--- src/rtl/range_pkg.sv ---
// Shared types for the range-finder window sequencer.
package range_pkg;

  localparam int RANGE_WIDTH = 16;

  typedef enum logic [1:0] {
    IDLE,
    ACCUM,
    FINISH,
    LATCH
  } state_t;

endpackage

--- src/rtl/range_window_sequencer_if.sv ---
// Sample stream handshake into the window sequencer.
interface range_window_sequencer_if #(
    parameter int WIDTH = 16
);
    logic             sample_valid;
    logic [WIDTH-1:0] sample_data;
    logic             sample_ready;

    modport master (
        output sample_valid,
        output sample_data,
        input  sample_ready
    );

    modport slave (
        input  sample_valid,
        input  sample_data,
        output sample_ready
    );
endinterface

--- src/rtl/range_window_sequencer.sv ---
// Groups a sporadic sample stream into fixed windows and
// sequences go/finish/latch for the range finder.
module range_window_sequencer
    import range_pkg::*;
#(
    parameter int WIDTH  = RANGE_WIDTH,
    parameter int WINDOW = 8,
    parameter int CNT_W  = 8
) (
    input  logic                 clock,
    input  logic                 reset,
    input  logic                 enable,
    range_window_sequencer_if.slave smp,
    input  logic                 abort,
    output logic                 rf_go,
    output logic                 rf_finish,
    output logic [WIDTH-1:0]     rf_data,
    input  logic [WIDTH-1:0]     rf_range,
    input  logic                 rf_debug_error,
    output logic [WIDTH-1:0]     result,
    output logic                 result_valid,
    output logic                 aborted,
    output logic [CNT_W-1:0]     window_count,
    output logic                 busy,
    output logic                 err_sticky
);

    localparam int CW = $clog2(WINDOW + 1);
    localparam logic [CW-1:0] LAST = CW'(WINDOW - 1);

    state_t           state_q, state_d;
    logic [CW-1:0]    count_q, count_d;
    logic             discard_q, discard_d;
    logic             go_d, fin_d, rv_d, ab_d;
    logic [WIDTH-1:0] data_d, result_d;
    logic [CNT_W-1:0] wc_d;
    logic             ready, accept;

    assign ready = ((state_q == IDLE) && enable)
                || ((state_q == ACCUM) && !abort);
    assign accept = smp.sample_valid && ready;
    assign smp.sample_ready = ready;

    always_comb begin
        state_d   = state_q;
        count_d   = count_q;
        discard_d = discard_q;
        go_d      = 1'b0;
        fin_d     = 1'b0;
        rv_d      = 1'b0;
        ab_d      = 1'b0;
        data_d    = rf_data;
        result_d  = result;
        wc_d      = window_count;
        unique case (state_q)
            IDLE: begin
                if (accept) begin
                    go_d    = 1'b1;
                    data_d  = smp.sample_data;
                    count_d = CW'(1);
                    state_d = ACCUM;
                end
            end
            ACCUM: begin
                // abort outranks a sample offered in the same cycle
                if (abort) begin
                    fin_d     = 1'b1;
                    discard_d = 1'b1;
                    state_d   = FINISH;
                end else if (accept) begin
                    data_d  = smp.sample_data;
                    count_d = count_q + CW'(1);
                    if (count_q == LAST) begin
                        fin_d   = 1'b1;
                        state_d = FINISH;
                    end
                end
            end
            FINISH: begin
                state_d = LATCH;
            end
            LATCH: begin
                if (!discard_q) begin
                    result_d = rf_range;
                    rv_d     = 1'b1;
                    if (window_count != '1)
                        wc_d = window_count + CNT_W'(1);
                end else begin
                    ab_d = 1'b1;
                end
                discard_d = 1'b0;
                state_d   = IDLE;
            end
            default: state_d = IDLE;
        endcase
    end

    always_ff @(posedge clock) begin
        if (reset) begin
            state_q      <= IDLE;
            count_q      <= '0;
            discard_q    <= 1'b0;
            rf_go        <= 1'b0;
            rf_finish    <= 1'b0;
            rf_data      <= '0;
            result       <= '0;
            result_valid <= 1'b0;
            aborted      <= 1'b0;
            window_count <= '0;
            busy         <= 1'b0;
            err_sticky   <= 1'b0;
        end else begin
            state_q      <= state_d;
            count_q      <= count_d;
            discard_q    <= discard_d;
            rf_go        <= go_d;
            rf_finish    <= fin_d;
            rf_data      <= data_d;
            result       <= result_d;
            result_valid <= rv_d;
            aborted      <= ab_d;
            window_count <= wc_d;
            busy         <= (state_d != IDLE);
            err_sticky   <= err_sticky | rf_debug_error;
        end
    end

endmodule

--- src/flat_wrapper.sv ---
// flat-port wrapper written by rule: the top's interface ports become plain ports
module range_window_sequencer_flat import range_pkg::*;
#(
    parameter int WIDTH  = RANGE_WIDTH,
    parameter int WINDOW = 8,
    parameter int CNT_W  = 8
)
  (clock, reset, enable, abort, rf_go, rf_finish, rf_data, rf_range, rf_debug_error, result, result_valid, aborted, window_count, busy, err_sticky, smp_sample_valid, smp_sample_data, smp_sample_ready);
  range_window_sequencer_if #(.WIDTH(WIDTH)) smp_i ();
  input  logic clock;
  input  logic reset;
  input  logic enable;
  input  logic abort;
  output logic rf_go;
  output logic rf_finish;
  output logic [WIDTH-1:0] rf_data;
  input  logic [WIDTH-1:0] rf_range;
  input  logic rf_debug_error;
  output logic [WIDTH-1:0] result;
  output logic result_valid;
  output logic aborted;
  output logic [CNT_W-1:0] window_count;
  output logic busy;
  output logic err_sticky;
  input wire logic [$bits(smp_i.sample_valid)-1:0] smp_sample_valid;
  input wire logic [$bits(smp_i.sample_data)-1:0] smp_sample_data;
  output wire logic [$bits(smp_i.sample_ready)-1:0] smp_sample_ready;
  assign smp_i.sample_valid = smp_sample_valid;
  assign smp_i.sample_data = smp_sample_data;
  assign smp_sample_ready = smp_i.sample_ready;
  range_window_sequencer #(.WIDTH(WIDTH), .WINDOW(WINDOW), .CNT_W(CNT_W)) u_core (.clock(clock), .reset(reset), .enable(enable), .smp(smp_i), .abort(abort), .rf_go(rf_go), .rf_finish(rf_finish), .rf_data(rf_data), .rf_range(rf_range), .rf_debug_error(rf_debug_error), .result(result), .result_valid(result_valid), .aborted(aborted), .window_count(window_count), .busy(busy), .err_sticky(err_sticky));
endmodule
--- config.mk ---
export PLATFORM = sky130hd
export DESIGN_NAME = range_window_sequencer_flat
export DESIGN_NICKNAME = d
export VERILOG_FILES = /design/src/rtl/range_pkg.sv /design/src/rtl/range_window_sequencer_if.sv /design/src/rtl/range_window_sequencer.sv /design/src/flat_wrapper.sv
export SDC_FILE = /design/constraint.sdc
export NUM_CORES = 1
export LEC_CHECK = 0
export ABC_AREA = 1
export ABC_CLOCK_PERIOD_IN_PS = 1560
export CORE_ASPECT_RATIO = 1.5
export CORE_UTILIZATION = 43
export CTS_BUF_LIST = sky130_fd_sc_hd__clkbuf_4 sky130_fd_sc_hd__clkbuf_8 sky130_fd_sc_hd__clkbuf_16
export CTS_CLUSTER_DIAMETER = 30
export DETAILED_ROUTE_END_ITERATION = 7
export PLACE_DENSITY = 0.8
export SLEW_MARGIN = 20
export SYNTH_ARGS = -nofsm -noshare
export SYNTH_HDL_FRONTEND = slang
export SYNTH_SLANG_ARGS = --single-unit
export TNS_END_PERCENT = 20
--- constraint.sdc ---
create_clock -name clock -period 1.56 [get_ports clock]
set_input_delay 0.234 -clock clock [delete_from_list [all_inputs] [get_ports clock]]
set_output_delay 0.234 -clock clock [all_outputs]
set_load 0.02 [all_outputs]
---- After elaboration in Yosys (flattened, before gate mapping) ----
Cells that the tools add are included.
operators by class
  add/subtract/negate cells ............... 2
  equality and inequality tests ........... 9
  multiplexer cells ....................... 20
  bitwise gates (word level) .............. 5
  reductions and logical operators ........ 17
operators by type and width
  kind                                           number
  2-to-1 mux 16 bit                              2
  case mux 16 bit (2 select lines)               1
  2-to-1 mux 4 bit                               3
  adder 8 x 1 -> 8 bit, second input constant    1
  2-to-1 mux 2 bit                               4
  != test 8 bit, second input constant           1
  case mux 2 bit (4 select lines)                1
  case mux 4 bit (2 select lines)                1
  2-to-1 mux 1 bit                               7
  AND reduction 2 bit                            3
  nonzero test 2 bit                             3
  OR reduction 2 bit                             3
  adder 4 x 1 -> 4 bit, second input constant    1
  == test 2 bit, second input constant           2
  == test 4 x 3 -> 1 bit, second input constant  1
  != test 2 x 1 -> 1 bit, second input constant  2
  != test 2 bit, second input constant           2
  NOT 1 bit                                      4
  AND reduction 4 bit                            1
  logical AND 1 bit                              3
  AND reduction 3 bit                            1
  == test 2 x 1 -> 1 bit, second input constant  1
  zero test 2 bit                                1
  case mux 1 bit (2 select lines)                1
  3 further kinds                                3
storage, ports and cells
  bits in registers ....................... 53
  input port bits ......................... 38
  output and inout port bits .............. 47
  logic and storage cells ................. 65

---- Depth between registers and ports, before layout ----
Gate-level depths: netlist (run 1).
  depth in word-level cells ............... 8
  depth in mapped cells ................... 9
  depth with buffers taken out ............ 9

---- Worst setup path before layout (run 1) ----
OpenSTA, ideal clock, no wires.
  kind .................................... register to register
  from .................................... register u_core.window_count[0]
  to ...................................... register u_core.window_count[7]
  setup time .............................. 67 ps
  arrival time ............................ 1351 ps
  data required time ...................... 1493 ps
  setup slack ............................. 142 ps
  stages on the path, launching flop included .. 8
  buffers on the path ..................... 0
  period minus slack after synthesis ...... 1418 ps
  cell sequence ........................... dfxtp_1 -> ha_1 -> nand2_1 -> nor3_1 -> nand2_1 -> nand2_1 -> nand2_1 -> a21oi_2
between the ends
  cells in the longest elaborated chain, start to end .. 2
  elaborated cells on any way between the ends .. 3
  classes of those cells .................. 1 x add/sub; 1 x eq/ne; 1 x reduce/logical
ends and longest elaborated chain
  item                                                          line                           RTL
  start, declared                                               range_window_sequencer.sv:23   output logic [CNT_W-1:0] window_count,
  start signal, assigned                                        range_window_sequencer.sv:122  window_count <= wc_d;
  branches (longest 2 deep; another with adder 8 x 1 -> 8 bit)  --
Parallel ways; which one is timed is not known.
A chain may end at the register's enable or synchronous reset.

---- Worst setup path after layout (run 1) ----
  from .................................... register u_core.rf_data[9]
  to ...................................... output rf_data[9]
RTL lines
  item                    line                           RTL
  start, declared         range_window_sequencer.sv:17   output logic [WIDTH-1:0] rf_data,
  start signal, assigned  range_window_sequencer.sv:118  rf_data <= data_d;
  end, declared           flat_wrapper.sv:16             output logic [WIDTH-1:0] rf_data;
No word-level cell between the ends.

==> results.py, run 1 <==
metrics = {
    "detailed_routing": {
        "drc": 0,
        "drt_first_pass_iters": 7,
        "route.vias.total": 2061,
        "antenna_left": 0,
        "vias_per_cell": 4.72,
        "routed_wirelength_mm": 4.87,
        "routed_wire_length_per_instance_um": 11.2,
        "drt_iter0_markers": 54,
    },
    "power": {
        "p_leak_nw": 1.39,
        "share_comb_of_total_power_pct": 17.2,
        "worst_ir_drop_vdd_uv": 731,
        "p_int_mw": 2.04,
        "clock_power_share_pct": 30.2,
        "power.share.switching_pct": 25.2,
        "powerDensity_nw_per_um2": 860,
        "finalPower_mw": 2.73,
        "switching_power_mw": 0.687,
        "power.share.sequential_pct": 52.6,
    },
    "critical_path": {
        "reg2reg_to": "u_core.window_count[5]",
        "path_depth": 1,
        "critical-path-top-delay-family": "buffers and inverters",
        "critical-path-max-stage-delay_ns": 0.61,
        "timing.critical_path.slowest_stage_cell": "sky130_fd_sc_hd__clkdlybuf4s50_1",
        "worst-r2r-setup-slack_ns": 0.18,
        "critical_path.max_fanout": 2,
        "start_kind": "flip-flop",
        "critPathCaptureType": "primary output",
        "worstPathBufferInverterCount": 1,
        "critPathLaunch": "u_core.rf_data[9]",
        "criticalPathCategory": "flip-flop to primary output",
        "cp.required_ns": 1.33,
        "crit_end": "rf_data[9]",
        "critical_path_arrival_ns": 1.26,
        "worst_reg2reg_startpoint": "u_core.window_count[1]",
        "critical_path.cell_chain": "clkdlybuf4s50_1",
        "reg2reg_depth": 7,
    },
    "logic_synthesis": {
        "ys_seq_area_share_pct": 50.2,
        "syn-instance-count": 282,
        "synthDistinctLibCells": 18,
        "netlist.area_leader.share_pct": 50.2,
        "syn-cell-area_um2": 2110,
        "synth_common_cells": "sky130_fd_sc_hd__nand2_1 (59), sky130_fd_sc_hd__nor2_1 (55), sky130_fd_sc_hd__dfxtp_1 (53)",
        "synth_xor_xnor_area_share_pct": 2.07,
        "synth_mux_area_share_pct": 0,
        "post_synth_adder_cell_area_pct": 1.18,
        "main_combinational_cell_family_by_area_after_synthesis": "simple AND/OR/NAND/NOR gates",
        "syn-num-nets": 322,
        "synth_top_area_cell": "sky130_fd_sc_hd__dfxtp_1",
        "synthTopCellsByArea": "sky130_fd_sc_hd__dfxtp_1 (50%), sky130_fd_sc_hd__nand2_1 (10%), sky130_fd_sc_hd__nor2_1 (9.8%)",
        "synth_compound_area_share_pct": 11.6,
        "yosys_register_bits": 53,
        "synth_simple_gate_area_share_pct": 28.6,
        "ys.warnings.count": 0,
        "post_synth_edffs": 0,
        "commonest_register_cell_after_synthesis": "sky130_fd_sc_hd__dfxtp_1",
        "syn_area_per_cell_um2": 7.49,
        "async_flop_share_pct": 0,
        "synth_most_common_cell": "sky130_fd_sc_hd__nand2_1",
    },
    "floorplanning": {
        "num_rows": 30,
        "ios": 85,
        "core-area_um2": 4620,
        "die-width_um": 59.2,
        "die_height_um": 87.8,
        "start_util_pct": 45.7,
        "fp.dieArea_um2": 5200,
    },
    "timing": {
        "max-slew-margin-rel_pct": 60.1,
        "final.setup.worst_slack_ns": 0.0664,
        "post-route-min-period_ns": 1.49,
        "clock_skew_ns": 0.00194,
        "rsz0062_at_grt": "no",
        "final.period_utilization_pct": 95.7,
        "fmax_mhz": 670,
        "tightestPinTransition_ns": 0.598,
        "timing.final.hold_violations": 0,
        "slew_viol_final": 0,
        "tns_ns": 0,
        "final-setup-viol-count": 0,
    },
    "place": {
        "place_inst": 429,
        "gp_congestion": 0.776,
        "placement.io_buffers": 84,
        "placement.setup.worst_slack_ns": -0.197,
        "place.detailed.hpwl_mm": 3.55,
    },
    "finish": {
        "final_layout_size_suffix_gt1_share_pct": 7.24,
        "insertedDiodeCount": 0,
        "flow.area_growth_from_synthesis_pct": 50.2,
        "layout.core_utilization_pct": 68.7,
        "fin_nets": 412,
        "final-instance-count-excl-fill": 437,
        "n_fill_cell": 405,
    },
    "clocking": {
        "hold_buffers": 0,
        "post-cts-setup-buffers": 0,
        "tritoncts": "built",
        "cts.clk_slew.worst_paths_ns": 0.09,
        "clock-sinks": 53,
        "cts_buffers": 5,
        "cts.path.max_buffers": 2,
        "h-tree-depth": 2,
        "cts_root_buf": "sky130_fd_sc_hd__clkbuf_8",
        "insertion_delay_ns": 0.30,
    },
    "global_route": {
        "wire_length_of_the_first_global_routing_pass_mm": 8.10,
        "antenna_found_initial": 0,
        "grt_start_max_net_pins": 25,
        "grt-ovfl-total": 0,
        "grt_pass1_vias": 1938,
        "globalRouteTotalUtil_pct": 20.1,
    },
    "status": {
        "status": "complete, no violations",
    },
    "min_path": {
        "min-delay-path-class": "flip-flop to flip-flop",
    },
    "run": {
        "maxCapViolations": 0,
    },
}
==> cells by family (layout without fill, tap and decap cells) <==
logic type | after synthesis | count (layout)
AO/OA/AOI/OAI | 45 | 45
XOR/XNOR | 5 | 5
adder cells (fa/ha/maj) | 2 | 2
buffers and inverters | 33 | 124
flip-flops | 53 | 53
AND/OR/NAND/NOR | 144 | 144
==> layer usage <==
metal	routed length (um)	part of all wire, %	up-vias	global-route usage (%)
li1	-	-	1077	-
met1	2010	41	918	20.4
met2	2510	52	60	37.8
met3	291	6.0	6	6.65
met4	61	1.3	0	5.84
met5	0	0	-	0
==> cell type report <==
class | count | area [um^2] | share of cell area, %
inverter | 20 | 77.6 | 2.45
tap | 64 | 80.1 | 2.52
clock inverter | 1 | 5.00 | 0.158
timing repair buffer | 96 | 927 | 29.2
multi-input combinational | 196 | 925 | 29.2
sequential | 53 | 1060 | 33.5
clock buffer | 7 | 96.3 | 3.04
==> state kept, by name (all words and copies together) (netlist names) <==
name                 flops
u_core.discard_q         1
u_core.rf_go             1
u_core.busy              1
u_core.aborted           1
u_core.rf_data          16
u_core.rf_finish         1
u_core.result_valid      1
u_core.err_sticky        1
u_core.window_count      8
u_core.result           16
u_core.state_q           2
u_core.count_q           4
==> power groups by stage <==
stage	Sequential (mW)	Combinational, mW	Clock [mW]
2_1_floorplan	1.53	0.167	0
3_3_place_gp	1.47	0.469	0
3_5_place_dp	1.47	0.474	0
4_1_cts	1.44	0.475	0.850
5_1_grt	1.44	0.511	0.907
6_report	1.44	0.470	0.823
==> metrics by stage <==
stage | area, um^2 | hold slack [ns]
detailed placement | 3070 | 0.453
finish | 3170 | 0.463
floorplan | 2110 | 0.355
global placement | 3070 | 0.448
global route | 3170 | 0.480
CTS | 3160 | 0.466
==> timing repair <==
action | 4_1_cts | 5_1_grt
hold endpoints to repair | 0 | 0
resized for setup | 7 | 4
endpoints found under the setup margin | 7 | 8
==> worst min path at each step <==
stage / start / end / slack [ns] / depth (start not counted)
floorplan: rf_debug_error / u_core.err_sticky / 0.35 / 2
global placement: u_core.rf_data[14] / u_core.rf_data[14] / 0.45 / 2
detailed placement: u_core.rf_data[6] / u_core.rf_data[6] / 0.45 / 2
CTS: u_core.rf_data[11] / u_core.rf_data[11] / 0.47 / 2
global route: u_core.rf_data[3] / u_core.rf_data[3] / 0.48 / 2
finish: u_core.rf_data[10] / u_core.rf_data[10] / 0.46 / 2
==> cell usage in the layout (no fill, tap or decap), drive strengths merged <==
master and n:
clkdlybuf4s50 75, nand2 60, nor2 56, dfxtp 53, a21oi 25, nand3 22
inv 20, o21ai 19, buf 12, clkbuf 7, dlygate4sd2 7, xor2 5
nand4 3, nor3 3, ha 2, dlymetal6s2s 2, a31oi 1, clkinv 1
No activity file was read; power rests on OpenSTA's default activity.
==> inputs of run 2 (changes only) <==
--- a/config.mk
+++ b/config.mk
@@ -15,3 +15,3 @@
 export PLACE_DENSITY = 0.8
-export SLEW_MARGIN = 20
+export SLEW_MARGIN = 0
 export SYNTH_ARGS = -nofsm -noshare
==> constraint.sdc (replaced) <==
create_clock -name clock -period 1.56 [get_ports clock]
set_input_delay 0.156 -clock clock [delete_from_list [all_inputs] [get_ports clock]]
set_output_delay 0.156 -clock clock [all_outputs]
set_load 0.02 [all_outputs]
==> run 2 against run 1 <==
Net effect: die area did not move; utilization rose by 0.054 points; global-route usage fell by 0.58 points; total power fell by 1.4%; largest cell class unchanged; setup slack got worse by 0.026 ns; clock skew rose by 0.0034 ns; cell area barely moved; count of clock-buffer cells in the layout rose by 1.
==> results.py, run 2 (synthesized netlist as in run 1, its figures left out) <==
metrics = {
    "critical_path": {
        "critical_path.cell_chain": "buf_4, clkdlybuf4s50_1",
        "critical-path-max-stage-delay_ns": 0.60,
        "critical-path-top-delay-family": "buffers and inverters",
        "start_kind": "flip-flop",
        "timing.critical_path.slowest_stage_cell": "sky130_fd_sc_hd__clkdlybuf4s50_1",
        "critical_path_arrival_ns": 1.36,
        "critical_path.max_fanout": 4,
        "critPathCaptureType": "primary output",
        "criticalPathCategory": "flip-flop to primary output",
        "cp.required_ns": 1.40,
        "worstPathBufferInverterCount": 2,
    },
    "detailed_routing": {
        "vias_per_cell": 4.71,
        "routed_wire_length_per_instance_um": 11.1,
        "drt_first_pass_iters": 4,
        "antenna_left": 0,
        "drc": 0,
        "drt_iter0_markers": 72,
        "route.vias.total": 2062,
        "routed_wirelength_mm": 4.86,
    },
    "place": {
        "place_inst": 430,
        "gp_congestion": 0.795,
        "placement.io_buffers": 84,
        "place.detailed.hpwl_mm": 3.55,
    },
    "global_route": {
        "grt.busiest_layer": "met2",
        "grt_pass1_vias": 1924,
        "grt_start_max_net_pins": 27,
        "wire_length_of_the_first_global_routing_pass_mm": 7.92,
        "grt-ovfl-total": 0,
        "met3_routing_resource_usage_after_global_routing_pct": 5.61,
        "groute.layer.met1.usage_pct": 21.2,
        "met2_layer_usage_reported_by_global_route_pct": 36.0,
        "antenna_found_initial": 0,
        "globalRouteTotalUtil_pct": 19.5,
    },
    "clocking": {
        "tritoncts": "built",
        "cts_buffers": 5,
        "cts.clk_slew.worst_paths_ns": 0.09,
        "hold_buffers": 0,
        "cts.path.max_buffers": 2,
        "clock-sinks": 53,
        "cts_root_buf": "sky130_fd_sc_hd__clkbuf_8",
        "insertion_delay_ns": 0.30,
        "h-tree-depth": 2,
    },
    "finish": {
        "register_area_um2": 1060,
        "final-instance-count-excl-fill": 438,
        "mostFrequentLayoutCell": "sky130_fd_sc_hd__clkdlybuf4s50_1",
        "multi_input_gate_area_um2": 925,
        "flow.area_growth_from_synthesis_pct": 50.3,
        "fin_nets": 413,
        "reg.largest.list": "u_core.result (16), u_core.rf_data (16), u_core.window_count (8)",
        "n_fill_cell": 408,
        "insertedDiodeCount": 0,
        "final_layout_size_suffix_gt1_share_pct": 7.49,
        "most-common-layout-cells": "sky130_fd_sc_hd__clkdlybuf4s50_1 (82), sky130_fd_sc_hd__nand2_1 (58), sky130_fd_sc_hd__nor2_1 (55)",
    },
    "power": {
        "worst_ir_drop_vdd_uv": 770,
        "finalPower_mw": 2.69,
        "powerDensity_nw_per_um2": 848,
        "p_leak_nw": 1.34,
    },
    "floorplanning": {
        "fp.dieArea_um2": 5200,
        "num_rows": 30,
        "ios": 85,
        "die_height_um": 87.8,
        "core-area_um2": 4620,
        "die-width_um": 59.2,
        "start_util_pct": 45.7,
    },
    "timing": {
        "tightestPinTransition_ns": 0.606,
        "fmax_mhz": 658,
        "rsz0062_at_grt": "no",
        "clock_skew_ns": 0.00537,
        "post-route-min-period_ns": 1.52,
        "timing.final.hold_violations": 0,
        "final.period_utilization_pct": 97.4,
        "max-slew-margin-rel_pct": 59.6,
        "worst_hold_slack_ns": 0.429,
        "slew_viol_final": 0,
        "final-setup-viol-count": 0,
    },
    "status": {
        "status": "complete, no violations",
    },
    "min_path": {
        "min-delay-path-class": "input pin to flip-flop",
    },
    "run": {
        "maxCapViolations": 0,
    },
}
==> run 2: cell types whose count changed in the layout (fill, tap and decap cells not counted) <==
cell / change
sky130_fd_sc_hd__clkdlybuf4s50_1: +7
sky130_fd_sc_hd__dlygate4sd2_1: -6
sky130_fd_sc_hd__clkbuf_4: +3
sky130_fd_sc_hd__clkbuf_8: -2
sky130_fd_sc_hd__buf_4: +1
sky130_fd_sc_hd__clkinv_2: -1
sky130_fd_sc_hd__dlymetal6s2s_1: -1
==> run 2: layout make-up <==
cell class                      count  area share, %
Inverter                           20           2.44
Clock buffer                        8           2.88
Sequential cell                    53           33.4
Tap cell                           64           2.52
Timing Repair Buffer               97           29.6
Multi-Input combinational cell    196           29.1
==> run 2: tightest hold or removal path: cells and delay by family <==
kind	cells	cell delay [ns]
buf+inv	1	0.40
simple gates	1	0.08
compound gates	1	0.06
==> run 2: timing repair <==
item	in CTS	in global routing
gates resized for setup	1	3
endpoints found under the setup margin	1	7
setup buffers	0	0
==> run 2: path summary, 6_finish.rpt <==
kind                                             start                endpoint  slack, ns  depth (start not counted)
worst max-delay path            u_core.window_count[0]         window_count[0]       0.04                          2
worst min-delay path                smp_sample_data[5]       u_core.rf_data[5]       0.43                          3
worst max register to register       u_core.state_q[0]  u_core.window_count[2]       0.19                          7
worst min register to register      u_core.rf_data[14]      u_core.rf_data[14]       0.46                          2
==> run 2: layer usage <==
layer	up-vias	part of all wire, %
met5	-	0
met1	924	42
met3	4	5.1
li1	1079	-
met4	0	1.0
met2	55	52
==> run 2: report_power, final <==
group	leakage, nW	switching, mW	internal (mW)
Sequential	0.430	0.0297	1.41
Combinational	0.861	0.236	0.239
Clock	0.0498	0.407	0.372
==> run 2: per-stage QoR <==
step,setup WS (ns),instance area [um^2],utilization (%),TNS [ns]
final,0.0404,3170,68.8,0
after global routing,0.00198,3170,68.8,0
after CTS,0.0219,3160,68.5,0
after detailed placement,-0.0767,3070,66.6,-0.996
after global placement,-0.0548,3070,66.6,-0.245
after floorplan,0.142,2110,-,0
